$ cat config.mk
export PLATFORM = sky130hd
export DESIGN_NAME = hilo_seq
export DESIGN_NICKNAME = d
export VERILOG_FILES = /design/src/rtl/hilo_seq.sv
export SDC_FILE = /design/constraint.sdc
export NUM_CORES = 2
export LEC_CHECK = 0
export ABC_AREA = 0
export CELL_PAD_IN_SITES_DETAIL_PLACEMENT = 1
export CELL_PAD_IN_SITES_GLOBAL_PLACEMENT = 1
export CORE_AREA = 2 2 387 389
export DETAILED_ROUTE_END_ITERATION = 8
export DIE_AREA = 0 0 389 391
export GPL_ROUTABILITY_DRIVEN = 0
export PLACE_DENSITY = 0.8
export SYNTH_ARGS = -nofsm -noshare
export SYNTH_HDL_FRONTEND = slang
export SYNTH_SLANG_ARGS = --single-unit
export TNS_END_PERCENT = 30
$ cat constraint.sdc
create_clock -name clk -period 14.1 [get_ports clk]
set_clock_uncertainty 0.2 [all_clocks]
set_input_delay 2.82 -clock clk [delete_from_list [all_inputs] [get_ports clk]]
set_output_delay 2.82 -clock clk [all_outputs]
set_load 0.005 [all_outputs]
$ cat src/rtl/hilo_seq.sv
// HI/LO operation sequencer for EX: two-phase multiply-accumulate and a
// start/ready handshake with the external iterative divider.
module hilo_seq (
    input  logic        clk,
    input  logic        rst,
    input  logic [1:0]  op_i,
    input  logic        signed_i,
    input  logic [31:0] opdata1_i,
    input  logic [31:0] opdata2_i,
    input  logic [63:0] hilo_old_i,
    input  logic [5:0]  stall_i,
    input  logic        annul_i,
    input  logic        div_ready_i,
    input  logic [63:0] div_result_i,
    output logic        div_start_o,
    output logic        div_signed_o,
    output logic [31:0] div_opdata1_o,
    output logic [31:0] div_opdata2_o,
    output logic        div_annul_o,
    output logic        stallreq_o,
    output logic [63:0] hilo_o,
    output logic        hilo_valid_o
);

    localparam logic [1:0] OP_MADD = 2'b01;
    localparam logic [1:0] OP_MSUB = 2'b10;
    localparam logic [1:0] OP_DIV  = 2'b11;

    typedef enum logic [1:0] {
        IDLE     = 2'd0,
        MAC2     = 2'd1,
        DIV_WAIT = 2'd2,
        DONE     = 2'd3
    } state_t;

    state_t      state;
    state_t      state_next;
    logic [63:0] mul_r;
    logic [63:0] res_r;
    logic        sub_r;
    logic        load_mul;
    logic        load_res;
    logic [63:0] res_next;
    logic [63:0] a_ext;
    logic [63:0] b_ext;
    logic [63:0] product;
    logic        ex_held;
    logic        unused_stall_bits;

    assign ex_held           = stall_i[3];
    assign unused_stall_bits = ^{stall_i[5:4], stall_i[2:0]};

    // Extending to 64 bits first lets one multiplier serve both signednesses;
    // only the low 64 bits of the product are kept.
    always_comb begin
        a_ext   = signed_i ? {{32{opdata1_i[31]}}, opdata1_i} : {32'd0, opdata1_i};
        b_ext   = signed_i ? {{32{opdata2_i[31]}}, opdata2_i} : {32'd0, opdata2_i};
        product = a_ext * b_ext;
    end

    always_ff @(posedge clk) begin
        if (rst) begin
            state <= IDLE;
            mul_r <= 64'd0;
            res_r <= 64'd0;
            sub_r <= 1'b0;
        end else begin
            state <= state_next;
            if (load_mul) begin
                mul_r <= product;
                sub_r <= (op_i == OP_MSUB);
            end
            if (load_res) begin
                res_r <= res_next;
            end
        end
    end

    // Annul overrides everything, including a ready pulse in the same cycle.
    always_comb begin
        state_next    = state;
        load_mul      = 1'b0;
        load_res      = 1'b0;
        res_next      = 64'd0;
        div_start_o   = 1'b0;
        div_signed_o  = 1'b0;
        div_opdata1_o = 32'd0;
        div_opdata2_o = 32'd0;
        div_annul_o   = 1'b0;
        stallreq_o    = 1'b0;
        hilo_o        = 64'd0;
        hilo_valid_o  = 1'b0;

        if (rst) begin
            state_next = IDLE;
        end else if (annul_i) begin
            state_next  = IDLE;
            div_annul_o = (state == DIV_WAIT);
        end else begin
            case (state)
                IDLE: begin
                    if (op_i == OP_MADD || op_i == OP_MSUB) begin
                        load_mul   = 1'b1;
                        stallreq_o = 1'b1;
                        state_next = MAC2;
                    end else if (op_i == OP_DIV) begin
                        stallreq_o = 1'b1;
                        if (opdata2_i != 32'd0) begin
                            div_start_o   = 1'b1;
                            div_signed_o  = signed_i;
                            div_opdata1_o = opdata1_i;
                            div_opdata2_o = opdata2_i;
                            state_next    = DIV_WAIT;
                        end else begin
                            load_res   = 1'b1;
                            res_next   = 64'd0;
                            state_next = DONE;
                        end
                    end
                end
                MAC2: begin
                    // Combinational so late forwarding into hilo_old_i is honoured.
                    hilo_o       = sub_r ? (hilo_old_i - mul_r) : (hilo_old_i + mul_r);
                    hilo_valid_o = 1'b1;
                    if (!ex_held) begin
                        state_next = IDLE;
                    end
                end
                DIV_WAIT: begin
                    stallreq_o = 1'b1;
                    if (div_ready_i) begin
                        load_res   = 1'b1;
                        res_next   = div_result_i;
                        state_next = DONE;
                    end
                end
                DONE: begin
                    hilo_o       = res_r;
                    hilo_valid_o = 1'b1;
                    if (!ex_held) begin
                        state_next = IDLE;
                    end
                end
                default: begin
                    state_next = IDLE;
                end
            endcase
        end
    end

endmodule

==> run_results.csv <==
group,metric,value,unit
run_status,status,"finished with violations",
run_status,failed_checks,"max-capacitance violations",
yosys,synth.cell_area,0.0589,mm^2
yosys,synth_top_area_frac,0.481,
clocking,hold_buffers,0,
timing,max_slew_margin,0.00139,
floorplanning,io_pins,338,
yosys,synth_nets,8690,
yosys,yosys_register_bits,131,
clocking,cts_sinks,131,
worst_setup_path,cp.required,14.25,ns
yosys,synthAdderAreaFrac,0.563,
clocking,cts_resized,0,
worst_setup_path,critPathSlowestCell,"clkdlybuf4s50_1",
worst_setup_path,cp-start-kind,"input pin",
detailed_routing,vias_per_cell,5.38,
clocking,htreeDepth,4,
yosys,netlist_instances,6687,
clocking,cts.path.max_buffers,2,
yosys,synthXorXnorAreaFrac,0.0352,
global_routing,antenna_found_initial,13,
floorplanning,row_count,142,
worst_setup_path,critPathTopFamily,"adder cells",
placed_design,hpwlAfterDp,175000,um
detailed_routing,drc,0,
timing,min_period,12.98,ns
floorplanning,dieWidth,389,um
yosys,synth_compound_area_frac,0.0709,
detailed_routing,first_pass_iters,5,
clocking,tritoncts,"done",
yosys,synth_top_family_by_area,"adder cells",
worst_setup_path,crit_type,"in2reg",
timing,rsz0062_at_grt,"false",
run,maxCapViolations,1,
worst_setup_path,path_max_fanout,19,
yosys,ys_warn_count,0,
yosys,synth_common_cells,"inv_1, fa_1, nand2_1, and2_1, ha_1",
detailed_routing,wl_per_cell,23.2,um
timing,fmax,77.1,MHz
worst_setup_path,ff2ff_setup_slack,10.64,ns
yosys,synth_async_sr_flop_share,0,
yosys,seq_area_frac_synth,0.0445,
yosys,avgSynthCellArea,8.80,um^2
cells_and_area,fill_cells,17489,
cells_and_area,final_nets,8804,
floorplanning,core,0.149,mm^2
worst_setup_path,r2r-end,"mul_r[20]",
global_routing,grt_pass1_wl,315000,um
worst_setup_path,crit_path_end,"mul_r[63]",
cells_and_area,final_layout_size_suffix_gt1_frac,0.0285,
floorplanning,die_h,391,um
clocking,cts.reportedPaths.clkPinSlew,0.06,ns
yosys,synth_top_area_cell,"fa_1",
yosys,synth-simple-area-share,0.161,
detailed_routing,antenna_left,0,
cells_and_area,syn2layout_area_growth,9.97,%
global_routing,overflow,0,
worst_setup_path,crit_arrival,13.13,ns
yosys,synth.most_common_cell,"inv_1",
timing,post-route-period-util,0.920,
global_routing,grt_usage,0.269,
timing,fin_tns_setup,0,ns
global_routing,grt_max_degree,85,
global_routing,grt_pass1_vias,54471,
yosys,synth.distinct_cells,91,
worst_setup_path,critical_path.startpoint,"opdata1_i[22]",
yosys,ys.flop_type,"dfxtp_1",
worst_setup_path,rr_worst_depth,7,
clocking,clk-insertion-delay-late,0.45,ns
yosys,synthTopCellsByArea,"fa_1, inv_1, ha_1",
worst_setup_path,critPathMaxStageDelay,1.34,ns
clocking,numCtsBuffers,17,
worst_setup_path,critPathBufInv,7,
worst_setup_path,critical_path.most_common_cell,"fa_1",
detailed_routing,first_iter_violations,2959,
placed_design,port_buffers,332,
worst_hold_path,hold_path_class,"reg2reg",
clocking,clockRootBuffer,"clkbuf_16",
clocking,cts_setup_buffers,0,
timing,final_max_slew_viol_count,0,
floorplanning,design.die.area,0.152,mm^2
timing,worst_pin_slew,1.49,ns
yosys,synthMuxAreaShare,0.00315,
yosys,synth-edff-count,0,
floorplanning,start_util,0.396,
detailed_routing,vias,47141,
worst_setup_path,reg2reg_from,"state[1]",
worst_setup_path,endpoint_kind,"flop",
detailed_routing,drt-total-wl,203000,um
timing,setup_viol,0,
timing,hold_viol,0,
worst_setup_path,crit_cells,30,
## stage by stage
step / util / worst slack [ns] / std cells / instance area, um^2 / hold slack, ns
after floorplan: - / 2.31 / 6687 / 58900 / 0.227
after global placement: 0.432 / 1.01 / 8726 / 64200 / 0.233
after detailed placement: 0.432 / 0.691 / 8726 / 64200 / 0.246
after CTS: 0.436 / 1.20 / 8758 / 64700 / 0.257
after global routing: 0.436 / 0.854 / 8759 / 64700 / 0.272
final: 0.436 / 1.12 / 8764 / 64700 / 0.254
## logic make-up after synthesis
family,Yosys count
compound gates,672
xor+xnor,236
fa+ha+maj,1799
buf+inv,1913
flops,131
mux,18
simple gates,1918
## worst reg2reg max path, delay by kind of cell (launching register included)
family	cells	cell delay [ns]
AND/OR/NAND/NOR	3	1.23
buffers and inverters	3	1.46
AO/OA/AOI/OAI	1	0.11
flip-flops	1	0.39
## worst min-delay path by stage
stage	to	slack, ns	cells after the start	start
detailed placement	res_r[35]	0.25	2	res_r[35]
global route	res_r[36]	0.27	2	res_r[36]
finish	res_r[35]	0.25	2	res_r[35]
global placement	res_r[35]	0.23	2	res_r[35]
CTS	res_r[40]	0.26	2	res_r[40]
floorplan	res_r[35]	0.23	2	res_r[35]
## flip-flops by register name (all words and copies together), names as in the netlist
register  flops
mul_r        64
res_r        64
state         2
sub_r         1
## layout by cell type, fill, tap and decap left out, types with 12 or more instances in the layout
cell type / instances
inv_1: 1559
fa_1: 1416
nand2_1: 748
and2_1: 638
ha_1: 382
clkdlybuf4s50_1: 327
a21oi_1: 303
nor2_1: 222
xnor2_1: 193
dfxtp_1: 129
buf_4: 117
nand3_1: 104
o21ai_0: 89
a21o_1: 79
xor2_1: 42
and3_1: 41
a31oi_1: 36
nand4_1: 34
nor3_1: 34
o21bai_1: 24
a211oi_1: 22
nor4_1: 20
mux2i_1: 17
clkbuf_16: 17
o211ai_1: 15
nor2b_1: 15
o21a_1: 13
or3_1: 12
nand2b_1: 12
## layer usage
metal | track usage | part of all wire | up-vias | wire [um]
met5 | 0 | 0.00026 | - | 53
met4 | 0.0982 | 0.038 | 8 | 7630
met3 | 0.0424 | 0.071 | 458 | 14500
met2 | 0.466 | 0.49 | 1870 | 98800
met1 | 0.339 | 0.40 | 24710 | 82000
li1 | - | - | 20095 | -
## layout make-up
type	count	area [um^2]	area share
Multi-Input combinational cell	4643	49100	0.758
Inverter	1560	5860	0.0904
Antenna cell	6	15.0	0.000232
Timing Repair Buffer	448	4170	0.0644
Tap cell	1944	2430	0.0376
Clock buffer	21	480	0.00742
Clock inverter	11	78.8	0.00122
Sequential cell	131	2630	0.0406
Power is not shown: default switching activity piles up to over one toggle a cycle in this logic, so the estimate is an artifact.
